**config.mk**
```make
export PLATFORM = sky130hd
export DESIGN_NAME = adder32_share_ctrl
export DESIGN_NICKNAME = d
export VERILOG_FILES = /design/src/rtl/adder32_share_ctrl.sv
export SDC_FILE = /design/constraint.sdc
export NUM_CORES = 1
export LEC_CHECK = 0
export BUFFER_PORTS_ARGS = -buffer_cell sky130_fd_sc_hd__buf_2
export CORE_MARGIN = 2
export CORE_UTILIZATION = 40
export DETAILED_ROUTE_END_ITERATION = 6
export GPL_TIMING_DRIVEN = 0
export HOLD_SLACK_MARGIN = 0.12
export MAX_ROUTING_LAYER = met4
export PLACE_DENSITY_LB_ADDON = 0.08
export SLEW_MARGIN = 0
export SYNTH_ARGS = -nofsm -noshare
export SYNTH_HDL_FRONTEND = slang
export SYNTH_SLANG_ARGS = --single-unit
```
**constraint.sdc**
```tcl
create_clock -name clk -period 1.8 [get_ports clk]
set_input_delay 0.45 -clock clk [delete_from_list [all_inputs] [get_ports clk]]
set_output_delay 0.45 -clock clk [all_outputs]
set_load 0.02 [all_outputs]
```
**src/rtl/adder32_share_ctrl.sv**
```systemverilog
// Sequences one shared 16-bit adder twice (low, then high half) to produce a
// 32-bit add/subtract for one of two arbitrated requesters.
module adder32_share_ctrl #(
  parameter bit FAIR = 1'b1
) (
  input  logic        clk,
  input  logic        reset,
  input  logic [1:0]  req_valid,
  output logic [1:0]  req_ready,
  input  logic [31:0] req_a0,
  input  logic [31:0] req_b0,
  input  logic [31:0] req_a1,
  input  logic [31:0] req_b1,
  input  logic [1:0]  req_sub,
  output logic        rsp_valid,
  input  logic        rsp_ready,
  output logic        rsp_id,
  output logic [31:0] rsp_r,
  output logic        rsp_cout,
  output logic        rsp_ovf,
  output logic [15:0] add_A,
  output logic [15:0] add_B,
  output logic        add_cin,
  input  logic [15:0] add_R
);

  typedef enum logic [1:0] {IDLE, LO, HI, DONE} state_t;

  state_t      state_q, state_d;
  logic        rr_q;
  logic        grant;
  logic        accept;
  logic [31:0] a_q;
  logic [31:0] b_q;
  logic        sub_q;
  logic        id_q;
  logic [15:0] r_lo_q;
  logic        c16_q;
  logic [31:0] r_q;
  logic        cout_q;
  logic        ovf_q;
  logic        carry15;
  logic        ovf15;

  // rr_q names the requester that wins a tie in round-robin mode.
  always_comb begin
    grant = 1'b0;
    if (FAIR) begin
      grant = req_valid[rr_q] ? rr_q : ~rr_q;
    end else begin
      grant = ~req_valid[0];
    end
    req_ready = 2'b00;
    if (state_q == IDLE && (|req_valid)) begin
      req_ready[grant] = 1'b1;
    end
  end

  assign accept = (state_q == IDLE) && req_valid[grant];

  always_comb begin
    add_A   = 16'h0000;
    add_B   = 16'h0000;
    add_cin = 1'b0;
    case (state_q)
      LO: begin
        add_A   = a_q[15:0];
        add_B   = b_q[15:0];
        add_cin = sub_q;
      end
      HI: begin
        add_A   = a_q[31:16];
        add_B   = b_q[31:16];
        add_cin = c16_q;
      end
      default: ;
    endcase
  end

  // The adder has no carry-out; recover it from the top operand and sum bits.
  assign carry15 = (add_A[15] & add_B[15]) | ((add_A[15] | add_B[15]) & ~add_R[15]);
  assign ovf15   = (add_A[15] == add_B[15]) & (add_R[15] != add_A[15]);

  always_comb begin
    state_d = state_q;
    case (state_q)
      IDLE:    if (accept) state_d = LO;
      LO:      state_d = HI;
      HI:      state_d = DONE;
      DONE:    if (rsp_ready) state_d = IDLE;
      default: state_d = IDLE;
    endcase
  end

  always_ff @(posedge clk) begin
    if (reset) begin
      state_q <= IDLE;
      rr_q    <= 1'b0;
      a_q     <= 32'h0;
      b_q     <= 32'h0;
      sub_q   <= 1'b0;
      id_q    <= 1'b0;
      r_lo_q  <= 16'h0;
      c16_q   <= 1'b0;
      r_q     <= 32'h0;
      cout_q  <= 1'b0;
      ovf_q   <= 1'b0;
    end else begin
      state_q <= state_d;
      if (accept) begin
        id_q  <= grant;
        sub_q <= req_sub[grant];
        a_q   <= grant ? req_a1 : req_a0;
        // Subtract is a + ~b + 1; the +1 enters as the low-pass carry-in.
        b_q   <= (grant ? req_b1 : req_b0) ^ {32{req_sub[grant]}};
        rr_q  <= ~grant;
      end
      if (state_q == LO) begin
        r_lo_q <= add_R;
        c16_q  <= carry15;
      end
      if (state_q == HI) begin
        r_q    <= {add_R, r_lo_q};
        cout_q <= carry15;
        ovf_q  <= ovf15;
      end
    end
  end

  assign rsp_valid = (state_q == DONE);
  assign rsp_id    = id_q;
  assign rsp_r     = r_q;
  assign rsp_cout  = cout_q;
  assign rsp_ovf   = ovf_q;

endmodule

```
==> results of run 1 <==
worst min-delay path, cell delays in order:
cell     delay, ps
buf_2           90
mux2i_1         60
nor2_1          70
report_power, final:
part | leakage, uW | switching [uW] | total, uW | internal [uW]
combinational | 0.00263 | 4080 | 7530 | 3450
clock | 0.000294 | 1470 | 3570 | 2100
sequential | 0.000989 | 611 | 4110 | 3500
state kept, by name, summed over array words and instances (netlist names):
signal and cells:
rr_q 1, c16_q 1, rsp_r 32, sub_q 1, rsp_id 1, rsp_cout 1
b_q 32, state_q 2, r_lo_q 16, rsp_ovf 1, a_q 32
synth_stat cells:
cell type / number
a2111oi_0: 1
a211o_1: 1
a211oi_1: 3
a21bo_2: 1
a21o_1: 1
a21oi_1: 5
a22o_1: 2
a22oi_1: 31
a311oi_1: 33
a41oi_1: 32
and2_1: 1
and2b_2: 1
buf_1: 1
buf_2: 29
buf_4: 2
buf_6: 1
clkbuf_1: 52
clkbuf_2: 5
dfxtp_1: 120
ha_1: 6
inv_1: 6
mux2i_1: 47
nand2_1: 3
nand2b_1: 4
nand3_1: 35
nand4b_1: 32
nor2_1: 86
nor2b_1: 63
nor2b_2: 1
nor3_1: 1
nor3b_1: 1
nor4b_1: 1
o21a_1: 1
o21ai_0: 95
o21ai_1: 3
o21bai_1: 32
or3b_2: 1
xor2_1: 32
per-stage QoR:
step                      instances  setup TNS (ps)  total power (uW)  setup WS [ps]   util
after CTS                      1261          -12190             14800           -360  0.592
after detailed placement       1206          -20860              9630           -592  0.502
after floorplan                 772           -56.1              7790          -54.9      -
after global placement         1206          -20110              9620           -592  0.502
after global routing           1264          -13990             15900           -415  0.603
final                          1264          -11920             15200           -377  0.603
layer usage:
| metal | wire length [microns] | global-route usage | vias to the layer above |
|---|---|---|---|
| met3 | 2150 | 0.0773 | 61 |
| met5 | 0 | - | - |
| met4 | 729 | 0.113 | 0 |
| met1 | 10900 | 0.364 | 3373 |
| li1 | - | - | 3360 |
| met2 | 10900 | 0.420 | 352 |
kinds of logic after synthesis:
kind of cell	synth area share
AOI/OAI and AO/OA	0.250
and+or+nand+nor	0.193
DFF	0.367
buffers and inverters	0.0638
muxes	0.0718
xor gates and xnor gates	0.0428
adders and majority gates	0.0115
what timing repair did:
action | in CTS | in global routing
endpoints found under the hold margin | 0 | 0
cloned | 3 | 0
hold buffers | 0 | 0
buffers inserted | 22 | 1
resized for setup | 149 | 58
pin swaps | 24 | 19
setup endpoints to repair | 135 | 87
cell type report:
cell class / count / area share
multi-input combinational: 556 / 0.430
clock inverter: 15 / 0.0189
clock buffer: 17 / 0.0442
sequential: 120 / 0.251
inverter: 6 / 0.00260
antenna: 2 / 0.000520
tap: 216 / 0.0281
buffer: 88 / 0.0679
timing repair buffer: 244 / 0.157
path summary, 6_finish.rpt:
path / startpoint / slack (ps) / depth (start not counted) / end
min: add_R[2] / 270 / 3 / r_lo_q[2]
min reg2reg: rsp_id / 460 / 2 / rsp_id
max reg2reg: state_q[1] / -250 / 10 / rsp_ovf
max: state_q[0] / -380 / 7 / add_B[0]
==> key figures, run 1 <==
Critical path
  • Setup CP Type: flop to output port
  • Max FO, Critical Path: 5
  • Crit path max-delay family: buffers and inverters
  • Cell breakdown of the critical path: inv_2 > ha_4 > buf_8 > clkbuf_16 > a22oi_2 > nor2b_2 > buf_6
  • Slowest cell delay on critical path: roughly 350 ps
  • WP buf/inv: 4
  • Critical Path Source Type: flop
  • Data required, critical path: 1350 ps
  • CP max-delay cell: dfxtp_4
  • Worst EP arrival: between 1500 and 2000 ps
  • CP Capture Type: output port

Timing
  • Worst slew pin tran: between 600 and 700 ps
  • Final Hold Violating Endpoints: 0
  • Skew final: ~7.0 ps
  • Max-slew violation count: 0
  • Final Setup Violations: 39
  • Final WS setup: -377 ps
  • RSZ-0062 raised after global routing: yes
  • Max-slew headroom: 0.583
  • Tmin final: ~2200 ps
  • Final worst path period share: 1.21
  • Fmax: roughly 460 MHz
  • Hold_ws: approximately 270 ps

Floorplan
  • # IOs: around 220
  • Starting density of the core: 0.411
  • DIE HEIGHT: between 100 and 150 microns
  • Row count: 46
  • Die width: approximately 130 microns
  • Core area: about 0.016 sq mm
  • Die area: between 0.015 and 0.02 sq mm

Cells and area
  • Commonest non-fill, non-tap cell in the layout: buf_2
  • Fin area: between 0.009 and 0.01 sq mm
  • Share of layout cells above drive strength 1: 0.402
  • Multi-input gate area: between 0.004 and 0.005 sq mm
  • Reg area: between 0.002 and 0.0025 sq mm
  • # fillers: ~1400
  • Fin nets: approximately 1200
  • Area Overhead vs Synth: 46.9%
  • Commonest cells after routing, fill and taps aside: buf_2, dfxtp_1, o21ai_0

Synthesis
  • Synth unique cells: 38
  • Yosys warnings: 0
  • Synth top area share: 0.367
  • Post-synthesis sequential area ratio: 0.367
  • Post-synth net total: approximately 930
  • Synth Instances: 772
  • Flip-flop and latch count after synthesis: 120
  • Cell taking the most area after synthesis: dfxtp_1
  • Largest cells by area after synthesis: dfxtp_1, o21ai_0, mux2i_1, nor2b_1, nor2_1
  • Synthesized area per cell: 8.48 sq um
  • Cell Area, Synth: 0.00655 sq mm

Placed design
  • Area after DPL: ~0.0080 sq mm
  • Dpl hpwl: roughly 17 mm
  • IO Port Bufs: ~220
  • Gp weighted congestion: approximately 0.91

Drt
  • Via/cell ratio: ~5.7
  • ANT nets after route: 0
  • Routed wire length per instance: a little under 20 microns
  • 1st-pass router iterations: 5
  • DR DRC count: 0
  • Total Wirelength: around 25 mm
  • Initial DRC Count: 479
  • Routed via count: between 7000 and 8000

Outcome
  • Failing checks: setup timing
  • Status: finished, violations left

Clock tree
  • Longest Clk Path Bufs: 2
  • H-tree depth: 4
  • Clk pin slew, worst setup/hold paths: roughly 60 ps
  • CTS Root Cell: clkbuf_16
  • CTS tree: built
  • Latest clock arrival within the worst-skew pair: roughly 440 ps
  • CTS Buf Count: 17
  • Clock sinks: 120

Pwr
  • PwrDens: between 1500 and 2000 mW/mm^2
  • Worst ir drop on vdd: 1.08 mV
  • Leak: between 0.003 and 0.004 uW

Worst hold path
  • Worst Hold Class: input port to flop

GRT
  • Largest net degree at the start of global routing: 17
  • Vias in the first global route: 6940
  • Grt total ovfl: 0
  • Global-route wire length before repair: around 38 mm
  • Total track usage: 0.283
  • Initial antenna violation count: 2

Flow run
  • Max-cap violations: 0
Power figures use the tool's default switching activity.
==> run 2, diff against run 1 <==
- clock period: 1.8 -> 2.2 ns (I/O delays scaled with it)
==> run 2 against run 1 <==
The run still ends with setup timing left; clock skew barely moved; utilization fell by 2.3 points; routed wire length fell by 0.79%; non-clock buffer count fell by 12.
==> key figures, run 2 (synthesis gave the netlist of run 1 again) <==
Floorplan
  • Starting density of the core: 0.411 (unchanged)
  • Die area: 0.0174 sq mm (unchanged)
  • Row count: 46 (unchanged)
  • # IOs: 222 (unchanged)
  • Die width: 132 microns (unchanged)
  • Core area: 0.0159 sq mm (unchanged)
  • DIE HEIGHT: 132 microns (unchanged)

Pwr
  • Switch share: 0.395 (was 0.405)
  • Worst ir drop on vdd: 0.676 mV (was 1.08 mV)
  • Leak: 0.00376 uW (was 0.00392 uW)
  • Power share of the combinational group: 0.476 (was 0.495)
  • Total power: 12000 uW (was 15200 uW)
  • PwrDens: 1300 mW/mm^2 (was 1580 mW/mm^2)
  • Psw: 4740 uW (was 6150 uW)
  • Cell-internal power: 7260 uW (was 9050 uW)
  • Sequential share of power: 0.284 (was 0.270)
  • Clock power share: 0.240 (was 0.235)

Drt
  • ANT nets after route: 0 (unchanged)
  • Routed wire length per instance: 19.6 microns (was 19.5 microns)
  • Routed via count: 6955 (was 7146)
  • Total Wirelength: 24.5 mm (was 24.7 mm)
  • 1st-pass router iterations: 5 (unchanged)
  • Via/cell ratio: 5.57 (was 5.65)
  • Initial DRC Count: 525 (was 479)
  • DR DRC count: 0 (unchanged)

Timing
  • Skew final: 7.06 ps (was 7.03 ps)
  • Tmin final: 2280 ps
  • Final Hold Violating Endpoints: 0 (unchanged)
  • Final worst path period share: 1.04
  • Max-slew headroom: 0.582 (was 0.583)
  • Max-slew violation count: 0 (unchanged)
  • Fmax: about 440 MHz
  • Hold_ws: 377 ps (was 269 ps)
  • Final Setup Violations: 31 (was 39)
  • Final TNS setup: -1140 ps (was -11920 ps)
  • RSZ-0062 raised after global routing: yes (unchanged)
  • Final WS setup: -82.1 ps (was -377 ps)
  • Worst slew pin tran: 627 ps (was 626 ps)

Cells and area
  • # fillers: 1489 (was 1447)
  • Commonest non-fill, non-tap cell in the layout: buf_2 (unchanged)
  • Fin nets: 1178 (was 1190)
  • Share of layout cells above drive strength 1: 0.358 (was 0.402)
  • Commonest cells after routing, fill and taps aside: buf_2, dfxtp_1, o21ai_0 (unchanged)
  • Area Overhead vs Synth: 41.4% (was 46.9%)

Clock tree
  • CTS Root Cell: clkbuf_16 (unchanged)
  • Hold buffers post-CTS: 0 (unchanged)
  • Longest Clk Path Bufs: 2 (unchanged)
  • CTS Buf Count: 17 (unchanged)
  • H-tree depth: 4 (unchanged)
  • CTS tree: built (unchanged)
  • Latest clock arrival within the worst-skew pair: 420 ps (was 440 ps)
  • Clk pin slew, worst setup/hold paths: 60 ps (about the same)
  • Clock sinks: 120 (unchanged)

Critical path
  • RR Startpoint: state_q[0] (was state_q[1])
  • CP endpoint: add_B[8] (was add_B[0])
  • Worst EP arrival: 1730 ps (about the same)
  • Data required, critical path: 1650 ps (was 1350 ps)
  • CP Capture Type: output port (unchanged)
  • Setup CP Type: flop to output port (unchanged)
  • Register-to-register setup slack: 80 ps (was -250 ps)
  • Reg2reg end: rsp_ovf (unchanged)
  • Worst R2R Path Depth: 9 (was 10)
  • Max FO, Critical Path: 10 (was 5)
  • Critical Path Source Type: flop (unchanged)
  • Crit. Startpoint: state_q[1] (was state_q[0])

GRT
  • Grt total ovfl: 0 (unchanged)
  • Global-route met1 utilization: 0.372 (was 0.364)
  • GRT met2 Usage: 0.435 (was 0.420)
  • Vias in the first global route: 6716 (was 6940)
  • GR peak layer: met2 (unchanged)
  • Initial antenna violation count: 1 (was 2)
  • Largest net degree at the start of global routing: 17 (unchanged)
  • Global-route wire length before repair: 37.5 mm (was 37.9 mm)
  • Total track usage: 0.283 (about the same)
  • Grt met3 use: 0.0634 (was 0.0773)

Outcome
  • Status: finished, violations left (unchanged)
  • Failing checks: setup timing (unchanged)

Placed design
  • Dpl hpwl: 17.3 mm (was 16.9 mm)
  • Pre-CTS WS: -233 ps (was -592 ps)
  • Gp weighted congestion: 0.866 (was 0.912)
  • IO Port Bufs: 218 (unchanged)

Worst hold path
  • Worst Hold Class: input port to flop (unchanged)

Flow run
  • Max-cap violations: 0 (unchanged)
==> run 2: cell count changes in the layout (fill, tap and decap cells not counted), moves of 6 or more <==
cell | previous run | this run
clkbuf_2 | 11 | 5
buf_6 | 32 | 17
nor2b_1 | 32 | 48
clkbuf_1 | 37 | 45
nor2b_2 | 32 | 14
buf_4 | 30 | 37
==> run 2: critical path, cell delays in order, from the launching register on <==
cell	delay [ps]
dfxtp_4	370
inv_4	50
ha_4	340
clkbuf_8	180
nor2b_2	180
buf_4	160
==> run 2: per-layer routing <==
| layer | routed length [microns] | share of wire | vias up |
|---|---|---|---|
| met5 | 0 | 0 | - |
| met2 | 11400 | 0.47 | 296 |
| met1 | 10900 | 0.44 | 3308 |
| met3 | 1690 | 0.069 | 32 |
| li1 | - | - | 3319 |
| met4 | 498 | 0.020 | 0 |
==> run 2: worst min-delay path by stage <==
| stage | slack (ps) | to | start | cells past startpoint |
|---|---|---|---|---|
| 2_1_floorplan | 460 | r_lo_q[0] | r_lo_q[0] | 2 |
| 3_3_place_gp | 450 | rsp_id | rsp_id | 2 |
| 3_5_place_dp | 450 | rsp_id | rsp_id | 2 |
| 4_1_cts | 370 | r_lo_q[7] | add_R[7] | 3 |
| 5_1_grt | 390 | rsp_r[21] | add_R[5] | 3 |
| 6_report | 380 | r_lo_q[4] | add_R[4] | 3 |
==> run 2: per-stage QoR <==
step / std cells / utilization / cell area, sq um
CTS: 1247 / 0.571 / 9110
finish: 1248 / 0.581 / 9260
detailed placement: 1206 / 0.496 / 7910
global placement: 1206 / 0.496 / 7910
floorplan: 772 / - / 6550
global route: 1248 / 0.581 / 9260
==> run 2: area by class of cell <==
| class | count | area, sq um | share of cell area |
|---|---|---|---|
| clock inverter | 7 | 119 | 0.0128 |
| inverter | 6 | 27.5 | 0.00297 |
| buffer | 88 | 599 | 0.0647 |
| timing repair buffer | 232 | 1350 | 0.145 |
| sequential | 120 | 2410 | 0.260 |
| antenna | 1 | 2.50 | 0.000270 |
| tap | 216 | 270 | 0.0292 |
| multi-input combinational | 556 | 4010 | 0.433 |
| clock buffer | 22 | 474 | 0.0512 |
==> run 2: timing repair <==
item,in CTS,in global routing
gates resized for setup,136,44
pin swaps,11,4
setup endpoints to repair,35,35
buffers inserted,10,1
gates cloned,3,0
==> run 2: power by group through the flow <==
| stage | sequential (uW) | combinational, uW | clock [uW] |
|---|---|---|---|
| 2_1_floorplan | 3260 | 2990 | 0 |
| 3_3_place_gp | 3320 | 4420 | 0 |
| 3_5_place_dp | 3330 | 4440 | 0 |
| 4_1_cts | 3360 | 5430 | 2890 |
| 5_1_grt | 3460 | 6130 | 2990 |
| 6_report | 3400 | 5710 | 2880 |
